<file path="config.mk">
export PLATFORM = sky130hd
export DESIGN_NAME = word_beat_serializer_flat
export DESIGN_NICKNAME = d
export VERILOG_FILES = /design/src/rtl/word_beat_if.sv /design/src/rtl/word_beat_serializer.sv /design/src/flat_wrapper.sv
export SDC_FILE = /design/constraint.sdc
export NUM_CORES = 1
export LEC_CHECK = 0
export ABC_AREA = 1
export CELL_PAD_IN_SITES_DETAIL_PLACEMENT = 0
export CELL_PAD_IN_SITES_GLOBAL_PLACEMENT = 2
export CORE_MARGIN = 4
export CORE_UTILIZATION = 25
export CTS_CLUSTER_DIAMETER = 40
export DETAILED_ROUTE_END_ITERATION = 16
export PLACE_DENSITY_LB_ADDON = 0.1
export SKIP_CTS_REPAIR_TIMING = 1
export SLEW_MARGIN = 0
export SYNTH_ARGS = -nofsm -noshare
export SYNTH_HDL_FRONTEND = slang
export SYNTH_SLANG_ARGS = --single-unit
</file>
<file path="constraint.sdc">
create_clock -name clk -period 1.7 [get_ports clk]
set_input_delay 0.34 -clock clk [delete_from_list [all_inputs] [get_ports clk]]
set_output_delay 0.34 -clock clk [all_outputs]
set_load 0.1 [all_outputs]
</file>
<file path="src/rtl/word_beat_if.sv">
// Word-in / beat-out handshake bundle for the word-to-beat serializer.
interface word_beat_if #(
    parameter int IN_W  = 53,
    parameter int OUT_W = 12
);
    logic [IN_W-1:0]  word_data;
    logic             word_valid;
    logic             word_ready;
    logic [OUT_W-1:0] beat_data;
    logic             beat_valid;
    logic             beat_ready;
    logic             beat_last;
    logic [2:0]       beat_idx;

    modport slave (
        input  word_data, word_valid, beat_ready,
        output word_ready, beat_data, beat_valid, beat_last, beat_idx
    );
    modport master (
        output word_data, word_valid, beat_ready,
        input  word_ready, beat_data, beat_valid, beat_last, beat_idx
    );
endinterface

</file>
<file path="src/rtl/word_beat_serializer.sv">
// Splits an IN_W-bit word into OUT_W-bit beats, LSB first, with an optional
// trailing XOR check beat; back-to-back words stream without a bubble.
module word_beat_serializer #(
    parameter int IN_W      = 53,
    parameter int OUT_W     = 12,
    parameter int ADD_CHECK = 1
) (
    input  logic        clk,
    input  logic        rst_n,
    word_beat_if.slave  bus,
    output logic [15:0] words_done
);
    localparam int NBEATS = (IN_W + OUT_W - 1) / OUT_W;
    localparam int PAD_W  = NBEATS * OUT_W;
    localparam logic [2:0] LAST_IDX = 3'(NBEATS - 1);

    typedef enum logic [1:0] {IDLE, SEND, CHECK} state_t;

    state_t                          state_q, state_n;
    logic [NBEATS-1:0][OUT_W-1:0]    word_q;
    logic [2:0]                      idx_q;
    logic [OUT_W-1:0]                csum_q;
    logic [OUT_W-1:0]                cur_beat;
    logic [OUT_W-1:0]                data;
    logic                            vld, last, fire, load, wrdy;

    always_comb begin
        cur_beat = '0;
        for (int i = 0; i < NBEATS; i++)
            if (idx_q == 3'(i)) cur_beat = word_q[i];
    end

    always_ff @(posedge clk) begin
        if (!rst_n) state_q <= IDLE;
        else        state_q <= state_n;
    end

    always_comb begin
        state_n = state_q;
        vld     = 1'b0;
        last    = 1'b0;
        data    = '0;
        case (state_q)
            SEND: begin
                vld  = 1'b1;
                data = cur_beat;
                last = (ADD_CHECK == 0) && (idx_q == LAST_IDX);
                if (bus.beat_ready && idx_q == LAST_IDX)
                    state_n = (ADD_CHECK != 0) ? CHECK : IDLE;
            end
            CHECK: begin
                vld  = 1'b1;
                data = csum_q;
                last = 1'b1;
                if (bus.beat_ready) state_n = IDLE;
            end
            default: ;
        endcase
        fire = vld && bus.beat_ready;
        // Accepting during the final handshake lets the next word follow with no gap.
        wrdy = rst_n && (state_q == IDLE || (fire && last));
        load = bus.word_valid && wrdy;
        if (load) state_n = SEND;
    end

    always_ff @(posedge clk) begin
        if (!rst_n) begin
            word_q     <= '0;
            idx_q      <= '0;
            csum_q     <= '0;
            words_done <= '0;
        end else begin
            if (fire && last) words_done <= words_done + 16'd1;
            if (load) begin
                word_q <= PAD_W'(bus.word_data);
                idx_q  <= '0;
                csum_q <= '0;
            end else if (fire) begin
                if (last) begin
                    idx_q  <= '0;
                    csum_q <= '0;
                end else begin
                    idx_q  <= idx_q + 3'd1;
                    csum_q <= csum_q ^ data;
                end
            end
        end
    end

    assign bus.word_ready = wrdy;
    assign bus.beat_valid = vld;
    assign bus.beat_data  = data;
    assign bus.beat_last  = last;
    assign bus.beat_idx   = idx_q;
endmodule

</file>
<file path="src/flat_wrapper.sv">
// flat-port wrapper written by rule: the top's interface ports become plain ports
module word_beat_serializer_flat 
#(
    parameter int IN_W      = 53,
    parameter int OUT_W     = 12,
    parameter int ADD_CHECK = 1
)
  (clk, rst_n, words_done, bus_word_data, bus_word_valid, bus_beat_ready, bus_word_ready, bus_beat_data, bus_beat_valid, bus_beat_last, bus_beat_idx);
  word_beat_if #(.IN_W(IN_W), .OUT_W(OUT_W)) bus_i ();
  input  logic clk;
  input  logic rst_n;
  output logic [15:0] words_done;
  input wire logic [$bits(bus_i.word_data)-1:0] bus_word_data;
  input wire logic [$bits(bus_i.word_valid)-1:0] bus_word_valid;
  input wire logic [$bits(bus_i.beat_ready)-1:0] bus_beat_ready;
  output wire logic [$bits(bus_i.word_ready)-1:0] bus_word_ready;
  output wire logic [$bits(bus_i.beat_data)-1:0] bus_beat_data;
  output wire logic [$bits(bus_i.beat_valid)-1:0] bus_beat_valid;
  output wire logic [$bits(bus_i.beat_last)-1:0] bus_beat_last;
  output wire logic [$bits(bus_i.beat_idx)-1:0] bus_beat_idx;
  assign bus_i.word_data = bus_word_data;
  assign bus_i.word_valid = bus_word_valid;
  assign bus_i.beat_ready = bus_beat_ready;
  assign bus_word_ready = bus_i.word_ready;
  assign bus_beat_data = bus_i.beat_data;
  assign bus_beat_valid = bus_i.beat_valid;
  assign bus_beat_last = bus_i.beat_last;
  assign bus_beat_idx = bus_i.beat_idx;
  word_beat_serializer #(.IN_W(IN_W), .OUT_W(OUT_W), .ADD_CHECK(ADD_CHECK)) u_core (.clk(clk), .rst_n(rst_n), .bus(bus_i), .words_done(words_done));
endmodule
</file>
==> insert_results.sql <==
INSERT INTO impl_metrics (metric_group, metric, value, unit) VALUES
('status', 'outcome', 'complete, but fails checks', ''),
('status', 'violations', 'setup timing', ''),
('drt', 'routed_wl', '15200', 'um'),
('worst_hold_path', 'hold_class', 'in -> reg', ''),
('layout', 'layoutNonFillerInstCount', '992', ''),
('timing', 'min_period_over_period', '139', '%'),
('cts', 'numClockSinks', '86', ''),
('cts', 'clk_pin_slew_worst_paths', '0.06', 'ns'),
('timing', 'setup_repair_after_global_routing_missed_its_margin', 'yes', ''),
('timing', 'max_frequency', '423', 'MHz'),
('drt', 'drt_pre_antenna_iters', '4', ''),
('floorplanning', 'initial_utilization', '25.6', '%'),
('layout', 'num-fill-cells', '1661', ''),
('drt', 'vias_per_cell', '4.44', ''),
('worst_setup_path', 'path_delay_family', 'buffers and inverters', ''),
('place', 'placed_cells_incl_taps', '944', ''),
('worst_setup_path', 'timing.critical_path.buf_inv', '5', ''),
('layout', 'post_route_cells_drive_above_1_share', '40.0', '%'),
('worst_setup_path', 'setup.worst_path.end_class', 'output port', ''),
('pwr', 'power-per-cell-area', '928', 'mW/mm^2'),
('timing', 'timing.hold.ws', '0.424', 'ns'),
('worst_setup_path', 'worst-setup-path-type', 'reg -> out', ''),
('grt', 'global_route.usage.total', '14.7', '%'),
('drt', 'drtIter0Drc', '176', ''),
('yosys', 'post_synth_instance_area', '0.00424', 'mm^2'),
('timing', 'relative_slew_slack', '78.3', '%'),
('yosys', 'ys_ff_latch', '86', ''),
('grt', 'initial_antenna_violation_count', '0', ''),
('timing', 'max_slew.worst_pin.slew', '0.322', 'ns'),
('worst_setup_path', 'cp.arrival', '2.03', 'ns'),
('yosys', 'mappedNetlistNets', '686', ''),
('cts', 'number_of_buffers_created_by_cts', '9', ''),
('flow_run', 'drv_cap', '0', ''),
('timing', 'final_number_of_setup_violating_endpoints', '85', ''),
('worst_setup_path', 'crit_path_max_fanout', '17', ''),
('timing', 'fin_ws', '-0.667', 'ns'),
('layout', 'post_route_standard_cell_area_excluding_fillers', '0.00758', 'mm^2'),
('place', 'routabilityCongestion', '0.760', ''),
('drt', 'drc', '0', ''),
('yosys', 'synthDistinctLibCells', '30', ''),
('floorplanning', 'die_w', '138', 'um'),
('grt', 'grt_pass1_wl', '22500', 'um'),
('floorplanning', 'row_count', '47', ''),
('yosys', 'synth.yosys.warnings', '0', ''),
('worst_setup_path', 'worst_path_most_repeated_cell', 'nand2_2', ''),
('drt', 'route.detailed.wl_per_inst', '15.3', 'um'),
('layout', 'antenna_diode_count', '0', ''),
('cts', 'ctsRootBufferMaster', 'clkbuf_16', ''),
('worst_setup_path', 'critical-path-slowest-cell', 'dfxtp_4', ''),
('cts', 'cts_tree', 'done', ''),
('cts', 'cts_htree_levels', '3', ''),
('timing', 'final-hold-violation-count', '0', ''),
('worst_setup_path', 'cells_traversed_along_the_worst_timing_path', 'inv_4, ha_2, inv_2, nor2_4, inv_8, o21ai_1, inv_1, nand2_2, nand2_2, a21oi_4, buf_12', ''),
('worst_setup_path', 'worst-endpoint-required', '1.36', 'ns'),
('yosys', 'synth_seq_area_share', '40.6', '%'),
('timing', 'fin_skew', '0.00551', 'ns'),
('yosys', 'postSynthAreaPerCell', '6.84', 'um^2'),
('worst_setup_path', 'critical_path.startpoint_type', 'flop', ''),
('grt', 'number_of_global_route_vias_before_repair', '4286', ''),
('pwr', 'max-vdd-ir-drop', '0.515', 'mV'),
('layout', 'flow.area_growth_from_synthesis', '78.9', '%'),
('yosys', 'postSynthCellCount', '620', ''),
('drt', 'detailroute.via_count', '4401', ''),
('place', 'quantity_of_i_o_buffers_inserted_on_ports', '90', ''),
('pwr', 'static-leakage-power', '3.09', 'nW'),
('cts', 'clk_latency', '0.36', 'ns'),
('timing', 'report.final.slew_viol_count', '0', ''),
('timing', 'min_period', '2.37', 'ns'),
('cts', 'clockBufferDepth', '2', ''),
('drt', 'antenna_left', '0', ''),
('yosys', 'synth_top_area_cell', 'dfxtp_1', '');
-- routing by layer --
layer  vias up  routed length [um]  track usage [%]
met1      2024                7090             19.0
met2        82                7200             23.5
met4         0                 274             5.04
met5         -                   0                0
met3        21                 598             4.14
li1       2274                   -                -
-- kinds of logic (layout without fill, tap and decap cells) --
kind of cell	count (synthesis)	count (layout)	synth area share, %
flops	86	86	40.6
fa+ha+maj	9	9	2.66
xor+xnor	1	1	0.207
buf+inv	130	282	12.7
simple gates	277	277	28.0
compound gates	117	117	15.8
-- per-stage QoR --
stage / TNS, ns / power (mW) / setup slack (ns)
5_1_grt: -26.84 / 7.39 / -0.762
3_5_place_dp: -20.79 / 4.39 / -0.425
6_report: -18.12 / 7.04 / -0.667
4_1_cts: -10.41 / 6.50 / -0.820
2_1_floorplan: -8.00 / 3.60 / -0.616
3_3_place_gp: -19.96 / 4.38 / -0.379
-- synth_stat cells (all sizes together) --
| master | instances |
|---|---|
| nor3 | 2 |
| nand3 | 65 |
| ha | 9 |
| a21oi | 37 |
| nand4 | 1 |
| o21a | 1 |
| clkbuf | 10 |
| o31ai | 1 |
| inv | 103 |
| buf | 17 |
| nor2 | 53 |
| o21ai | 64 |
| a32o | 12 |
| nand2 | 156 |
| xor2 | 1 |
| a211oi | 2 |
| dfxtp | 86 |
-- layout by cell type, fill, tap and decap left out, types with 3 or more instances in the layout --
master,Yosys,layout
buf_12,0,42
nand3_2,1,19
o21ai_2,1,41
nand2_2,4,33
a21oi_1,36,16
clkinv_4,0,3
nor2_1,47,40
clkdlybuf4s50_1,0,55
nand3_4,1,3
clkbuf_16,0,16
o21ai_1,7,15
dfxtp_2,0,10
nor2_2,2,3
nand2_1,152,113
inv_4,1,4
inv_1,97,84
ha_4,0,5
inv_2,5,10
a32o_1,12,12
inv_6,0,3
buf_6,0,18
a21oi_2,0,6
nand3_1,63,43
dfxtp_1,86,70
dfxtp_4,0,6
clkinvlp_4,0,3
buf_4,10,34
o21ai_0,56,6
nor2_4,4,10
a21oi_4,1,15
inv_8,0,3
nand2_4,0,10
-- path summary, 6_finish.rpt --
kind                                            start                             end  slack [ns]  cells past startpoint
setup / recovery  u_core.bus.beat_idx[0]$_SDFFE_PP0P_               bus_beat_data[10]       -0.67                     11
hold / removal                         bus_word_valid  u_core.state_q[1]$_SDFFE_PP0P_        0.42                      4
setup reg to reg       u_core.state_q[0]$_SDFFE_PN0P_  u_core.word_q[33]$_SDFFE_PN0P_       -0.21                     12
hold reg to reg        u_core.word_q[26]$_SDFFE_PN0P_  u_core.word_q[26]$_SDFFE_PN0P_        0.47                      2
-- power breakdown --
part	internal (mW)	leakage (nW)	switching [mW]
clock network	1.19	0.141	0.901
logic	1.13	2.23	1.55
registers	2.19	0.712	0.0864
-- state kept, by name, summed over array words and instances, names as in the netlist --
name                 cells
u_core.bus.beat_idx      3
u_core.csum_q           12
u_core.word_q           53
u_core.words_done       16
u_core.state_q           2
-- cell type report --
cell class / count / area share [%]
clock buffer: 10 / 3.15
multi-input combinational: 404 / 35.8
timing repair inverter: 3 / 0.346
inverter: 103 / 5.76
timing repair buffer: 160 / 27.2
clock inverter: 6 / 0.924
sequential: 86 / 23.2
tap: 220 / 3.63
-- tightest hold or removal path, delay by kind of cell --
kind,cells,cell delay (ns)
AO/OA/AOI/OAI,3,0.24
buffers and inverters,1,0.15
Power figures use the tool's default switching activity.
